File: src/rtl/retire_unit.sv
// In-order retirement stage: picks the two oldest live buffer entries,
// retires up to two ALU/BRANCH/LOAD entries per cycle and drains stores
// to data memory one at a time through a req/ack handshake.

package retire_pkg;
  localparam logic [1:0] S_NOT_USED     = 2'd0;
  localparam logic [1:0] S_NOT_EXECUTED = 2'd1;
  localparam logic [1:0] S_EXECUTED     = 2'd2;

  localparam logic [1:0] OP_ALU    = 2'd0;
  localparam logic [1:0] OP_BRANCH = 2'd1;
  localparam logic [1:0] OP_STORE  = 2'd2;
  localparam logic [1:0] OP_LOAD   = 2'd3;

  // Tag is BUF_SIZE_LOG+1 bits for the default 16-entry buffer.
  typedef struct packed {
    logic [1:0]  e_state;
    logic [1:0]  op;
    logic [4:0]  tag;
    logic [5:0]  speculative_tag;
    logic [4:0]  dest;
    logic [31:0] result;
    logic [31:0] vk;
  } entry_t;

  localparam int unsigned ENTRY_W = 84;
endpackage

module retire_unit
  import retire_pkg::*;
#(
  parameter int unsigned BUF_SIZE     = 16,
  parameter int unsigned BUF_SIZE_LOG = 4
) (
  input  logic                            clk,
  input  logic                            rst_n,
  input  logic [BUF_SIZE*ENTRY_W-1:0]     entries_all,
  output logic [1:0]                      reg_we,
  output logic [1:0][4:0]                 reg_waddr,
  output logic [1:0][31:0]                reg_wdata,
  output logic [1:0]                      free_valid,
  output logic [1:0][BUF_SIZE_LOG-1:0]    free_index,
  output logic                            store_retired,
  output logic                            mem_req,
  output logic [31:0]                     mem_addr,
  output logic [31:0]                     mem_wdata,
  input  logic                            mem_ack
);

  typedef enum logic {R_IDLE = 1'b0, R_STORE = 1'b1} rstate_t;

  entry_t                         ent_s [BUF_SIZE];
  logic                           h0_vld_s, h1_vld_s;
  logic [BUF_SIZE_LOG-1:0]        h0_idx_s, h1_idx_s;
  logic [4:0]                     h0_tag_s, h1_tag_s;
  entry_t                         h0_s, h1_s;
  logic                           h0_rdy_s, h1_rdy_s, slot1_ok_s;
  logic [BUF_SIZE-1:0]            inflight_q, inflight_d;

  rstate_t                        state_q;
  logic [1:0]                     reg_we_q, free_valid_q;
  logic [1:0][4:0]                reg_waddr_q;
  logic [1:0][31:0]               reg_wdata_q;
  logic [1:0][BUF_SIZE_LOG-1:0]   free_index_q;
  logic                           store_retired_q, mem_req_q;
  logic [31:0]                    mem_addr_q, mem_wdata_q;
  logic [BUF_SIZE_LOG-1:0]        store_idx_q;

  // Unpack the flat buffer view into entry records.
  always_comb begin
    for (int i = 0; i < BUF_SIZE; i++) begin
      ent_s[i] = entries_all[i*ENTRY_W +: ENTRY_W];
    end
  end

  // Find the two oldest (largest-tag) live entries not already retiring.
  always_comb begin
    h0_vld_s = 1'b0;
    h1_vld_s = 1'b0;
    h0_idx_s = '0;
    h1_idx_s = '0;
    h0_tag_s = 5'd0;
    h1_tag_s = 5'd0;
    for (int i = 0; i < BUF_SIZE; i++) begin
      if (ent_s[i].e_state != S_NOT_USED && !inflight_q[i]) begin
        if (!h0_vld_s || ent_s[i].tag > h0_tag_s) begin
          h1_vld_s = h0_vld_s;
          h1_idx_s = h0_idx_s;
          h1_tag_s = h0_tag_s;
          h0_vld_s = 1'b1;
          h0_idx_s = BUF_SIZE_LOG'(i);
          h0_tag_s = ent_s[i].tag;
        end else if (!h1_vld_s || ent_s[i].tag > h1_tag_s) begin
          h1_vld_s = 1'b1;
          h1_idx_s = BUF_SIZE_LOG'(i);
          h1_tag_s = ent_s[i].tag;
        end else begin
          h1_vld_s = h1_vld_s;
        end
      end else begin
        h0_vld_s = h0_vld_s;
      end
    end
  end

  // Readiness of the two heads and whether slot 1 may retire alongside slot 0.
  always_comb begin
    h0_s       = ent_s[h0_idx_s];
    h1_s       = ent_s[h1_idx_s];
    h0_rdy_s   = h0_vld_s && h0_s.e_state == S_EXECUTED && h0_s.speculative_tag == 6'd0;
    h1_rdy_s   = h1_vld_s && h1_s.e_state == S_EXECUTED && h1_s.speculative_tag == 6'd0;
    slot1_ok_s = h0_rdy_s && h0_s.op != OP_STORE && h1_rdy_s && h1_s.op != OP_STORE;
  end

  // Inflight next state: clear once the buffer shows the slot free, set on retirement.
  always_comb begin
    inflight_d = inflight_q;
    for (int i = 0; i < BUF_SIZE; i++) begin
      if (ent_s[i].e_state == S_NOT_USED) begin
        inflight_d[i] = 1'b0;
      end else begin
        inflight_d[i] = inflight_q[i];
      end
    end
    if (state_q == R_IDLE && h0_rdy_s) begin
      inflight_d[h0_idx_s] = 1'b1;
    end else begin
      inflight_d = inflight_d;
    end
    if (state_q == R_IDLE && slot1_ok_s) begin
      inflight_d[h1_idx_s] = 1'b1;
    end else begin
      inflight_d = inflight_d;
    end
  end

  // Inflight register.
  always_ff @(posedge clk or negedge rst_n) begin
    if (!rst_n) begin
      inflight_q <= '0;
    end else begin
      inflight_q <= inflight_d;
    end
  end

  // Retirement FSM with registered single-cycle output pulses.
  always_ff @(posedge clk or negedge rst_n) begin
    if (!rst_n) begin
      state_q         <= R_IDLE;
      reg_we_q        <= 2'b00;
      reg_waddr_q     <= '0;
      reg_wdata_q     <= '0;
      free_valid_q    <= 2'b00;
      free_index_q    <= '0;
      store_retired_q <= 1'b0;
      mem_req_q       <= 1'b0;
      mem_addr_q      <= 32'd0;
      mem_wdata_q     <= 32'd0;
      store_idx_q     <= '0;
    end else begin
      reg_we_q        <= 2'b00;
      reg_waddr_q     <= '0;
      reg_wdata_q     <= '0;
      free_valid_q    <= 2'b00;
      free_index_q    <= '0;
      store_retired_q <= 1'b0;
      case (state_q)
        R_IDLE: begin
          if (h0_rdy_s && h0_s.op != OP_STORE) begin
            reg_we_q[0]     <= (h0_s.dest != 5'd0);
            reg_waddr_q[0]  <= h0_s.dest;
            reg_wdata_q[0]  <= h0_s.result;
            free_valid_q[0] <= 1'b1;
            free_index_q[0] <= h0_idx_s;
            if (slot1_ok_s) begin
              reg_we_q[1]     <= (h1_s.dest != 5'd0);
              reg_waddr_q[1]  <= h1_s.dest;
              reg_wdata_q[1]  <= h1_s.result;
              free_valid_q[1] <= 1'b1;
              free_index_q[1] <= h1_idx_s;
            end else begin
              free_valid_q[1] <= 1'b0;
            end
          end else if (h0_rdy_s) begin
            mem_req_q   <= 1'b1;
            mem_addr_q  <= h0_s.result;
            mem_wdata_q <= h0_s.vk;
            store_idx_q <= h0_idx_s;
            state_q     <= R_STORE;
          end else begin
            state_q <= R_IDLE;
          end
        end
        R_STORE: begin
          if (mem_ack) begin
            mem_req_q       <= 1'b0;
            store_retired_q <= 1'b1;
            free_valid_q[0] <= 1'b1;
            free_index_q[0] <= store_idx_q;
            state_q         <= R_IDLE;
          end else begin
            state_q <= R_STORE;
          end
        end
        default: begin
          mem_req_q <= 1'b0;
          state_q   <= R_IDLE;
        end
      endcase
    end
  end

  assign reg_we        = reg_we_q;
  assign reg_waddr     = reg_waddr_q;
  assign reg_wdata     = reg_wdata_q;
  assign free_valid    = free_valid_q;
  assign free_index    = free_index_q;
  assign store_retired = store_retired_q;
  assign mem_req       = mem_req_q;
  assign mem_addr      = mem_addr_q;
  assign mem_wdata     = mem_wdata_q;

endmodule
File: config.mk
export PLATFORM = sky130hd
export DESIGN_NAME = retire_unit
export DESIGN_NICKNAME = d
export VERILOG_FILES = /design/src/rtl/retire_unit.sv
export SDC_FILE = /design/constraint.sdc
export NUM_CORES = 1
export LEC_CHECK = 0
export ABC_CLOCK_PERIOD_IN_PS = 31600
export CAP_MARGIN = 15
export CORE_AREA = 2 2 585 587
export DETAILED_ROUTE_END_ITERATION = 6
export DIE_AREA = 0 0 587 589
export MAX_ROUTING_LAYER = met4
export PLACE_DENSITY_LB_ADDON = 0.1
export SYNTH_ARGS = -nofsm -noshare
export SYNTH_HDL_FRONTEND = slang
export SYNTH_SLANG_ARGS = --single-unit
File: constraint.sdc
create_clock -name clk -period 31.6 [get_ports clk]
set_input_delay 7.9 -clock clk [delete_from_list [all_inputs] [get_ports clk]]
set_output_delay 7.9 -clock clk [all_outputs]
set_load 0.05 [all_outputs]
==> results.py <==
metrics = {
    "outcome": {
        "status": "finished with violations",
        "failed_checks": "DRC, setup timing",
    },
    "clock_tree": {
        "cts-hold-fix-buffers": 0,
        "clk_latency_ps": 600,
        "cts_tree": "done",
        "cts.sinks": 173,
        "cts_max_path_buffers": 3,
        "htreeDepth": 4,
        "cts-root-buf": "clkbuf_16",
        "clk_pin_slew_ps": 90,
        "cts_buffers": 21,
    },
    "sta": {
        "final-setup-viol-count": 135,
        "final.setup.tns_ps": -108630,
        "hold_viol_final": 0,
        "min_period_over_period_pct": 106,
        "slew_headroom_pct": 13.8,
        "fin_ws_ps": -1770,
        "slew_viol_final": 0,
        "grt_setup_unrepaired": "true",
        "period_needed_ps": 33370,
        "finClkSkew_ps": 61.7,
        "max_freq_mhz": 30.0,
        "worst_slew_pin_slew_ps": 1280,
    },
    "global_routing": {
        "use_met1_pct": 25.0,
        "track_usage_pct": 19.9,
        "grt_pass1_wl_mm": 457,
        "grt_max_degree": 79,
        "grt_pass1_vias": 47100,
        "use_met3_pct": 3.50,
        "antenna_found_initial": 177,
        "grt_use_met2_pct": 33.5,
        "grt_overflow_total": 0,
        "top_usage_layer": "met2",
    },
    "floorplan": {
        "core_um2": 339000,
        "die_x_um": 587,
        "die_h_um": 589,
        "io_pins": 1499,
        "initial_core_util_pct": 8.51,
        "die_area_um2": 346000,
        "row_count": 214,
    },
    "critical_path": {
        "cpLargestDelayFamily": "compound AO/OA/AOI/OAI gates",
        "cp-end-kind": "flip-flop",
        "cp.arrival_ps": 33860,
        "crit_required_ps": 32090,
        "crit_path_frequent_cell": "buf_4",
        "cp-start-kind": "input port",
        "cp_max_fo": 8,
        "worst_path_max_delay_cell": "a2111o_2",
        "path_class": "input port to flip-flop",
        "crit_buf_inv": 20,
        "critical_path.max_stage_delay_ps": 520,
    },
    "yosys": {
        "synth_edf_count": 0,
        "yosys.cell_types.count": 95,
        "synth_warnings": 0,
        "syn-num-nets": 6037,
        "netlist_instances": 4545,
        "synth-main-ff-cell": "dfrtp_1",
        "synth-seq-cells": 173,
        "synth_seq_area_share_pct": 15.0,
        "synthArstFlopShare_pct": 100,
        "netlist_area_um2": 28800,
        "synth.avg_cell_area_um2": 6.34,
    },
    "route": {
        "drc": 17,
        "via_per_inst": 4.15,
        "drt_wl_total_mm": 354,
        "dr.pass1.iters": 7,
        "ant_nets": 0,
        "post_drt_wl_per_cell_um": 31.3,
        "vias": 46900,
        "drt_iter0_drc": 3975,
    },
    "cells_and_area": {
        "synthToLayoutAreaGrowth_pct": 109,
        "layout.nets": 8152,
        "final_cell_mix": "1496 x nand2_1, 1486 x clkdlybuf4s50_1, 854 x buf_4",
        "drive_gt1_share_pct": 22.4,
        "final_common_cell": "nand2_1",
    },
    "placement": {
        "dp_slack_ps": -4440,
        "place_hpwl_mm": 294,
        "io_buffers": 1498,
        "gp_congestion": 0.896,
    },
    "run": {
        "drv_cap": 0,
    },
    "worst_hold_path": {
        "holdCritPathClass": "flip-flop to flip-flop",
    },
}
-- final cells by class --
cell class / instances / area [um2]
fill: 38700 / 279000
timing repair buffer: 2476 / 23700
clock inverter: 9 / 125
clock buffer: 24 / 557
tap: 4536 / 5680
inverter: 68 / 260
antenna: 93 / 233
multi-input combinational: 3920 / 25400
sequential: 173 / 4330
-- cells in the mapped netlist, drive strengths merged, types with 7 or more instances --
library cell,n,share of area [%]
a21o,20,0.52
or2,15,0.33
nand2b,22,0.48
inv,68,0.89
o211ai,29,0.76
and4,9,0.27
clkbuf,305,4.0
o21bai,15,0.61
mux2,16,0.62
nor2,228,3.0
or4,7,0.20
nand2,1517,20
o31a,10,0.30
o21a,38,0.99
nor3,74,1.3
or3,8,0.17
a21boi,7,0.18
a311oi,70,2.1
nand3,324,5.6
a211o,8,0.24
buf,79,1.3
and2,17,0.37
a32oi,9,0.27
a222oi,132,4.6
dfrtp,173,15
mux2i,45,1.6
a31oi,69,1.5
o221ai,158,4.8
nor2b,39,0.85
nor4,22,0.57
a221o,8,0.28
o31ai,30,0.78
o22ai,99,2.1
a221oi,10,0.30
o21ba,9,0.31
ha,145,6.3
and3,120,2.6
a21oi,126,2.2
a211oi,71,2.4
o21ai,184,3.2
a2111oi,12,0.39
nor4b,11,0.33
a22oi,87,2.3
nand4,16,0.44
-- layer usage --
layer	part of all wire, %	routed length, um	vias up
met4	2.1	7340	0
li1	-	-	21300
met1	44	156000	23400
met5	0	0	-
met2	48	171000	1938
met3	5.7	20000	277
-- timing repair --
| action | in CTS | in global routing |
|---|---|---|
| setup endpoints to repair | 172 | 172 |
| cloned | 1 | 8 |
| buffers inserted | 19 | 87 |
| resized for setup | 89 | 385 |
| pin swaps | 41 | 219 |
-- sequential cells by signal (all words and copies together), names as in the netlist --
name / flops
free_index: 8
store_retired: 1
mem_wdata: 32
inflight_q: 16
reg_wdata: 64
reg_we: 2
reg_waddr: 10
free_valid: 2
store_idx_q: 4
mem_req: 1
mem_addr: 32
state_q: 1
-- path summary, 6_finish.rpt --
kind / from / to / slack, ps / cells after the start
worst max-delay path: entries_all[82] / reg_wdata[37] / -1770 / 148
worst min-delay path: store_idx_q[2] / store_idx_q[2] / 480 / 2
worst max register to register: inflight_q[0] / reg_wdata[37] / 4960 / 147
worst min register to register: store_idx_q[2] / store_idx_q[2] / 480 / 2
max in group asynchronous: rst_n / reg_wdata[30] / 21850 / 4
min in group asynchronous: rst_n / mem_addr[12] / 7210 / 1
-- worst min-delay path: cells and delay by family, from the launching register on --
family / cells / cell delay [ps]
compound gates: 1 / 60
simple gates: 1 / 50
flops: 1 / 340
-- logic make-up (layout without fill, tap and decap cells) --
kind of cell / after synthesis / after routing / synth area share [%]
muxes: 64 / 64 / 2.42
buffers and inverters: 452 / 2577 / 6.17
and+or+nand+nor: 2439 / 2439 / 36.6
DFF: 173 / 173 / 15.0
other: 0 / 93 / 0
adders and majority gates: 148 / 148 / 6.40
AOI/OAI and AO/OA: 1267 / 1267 / 33.4
xor gates and xnor gates: 2 / 2 / 0.0608
-- metrics by stage --
step / hold slack [ps] / utilization (%) / area [um2] / instances
final: 481 / 17.8 / 60300 / 11300
after global routing: 501 / 17.8 / 60300 / 11300
after CTS: 488 / 16.9 / 57400 / 11100
after detailed placement: 463 / 16.6 / 56200 / 11100
after global placement: 461 / 16.6 / 56200 / 11100
after floorplan: 450 / - / 29600 / 4545
Power is not shown: default switching activity piles up to over one toggle a cycle in this logic, so the estimate is an artifact.
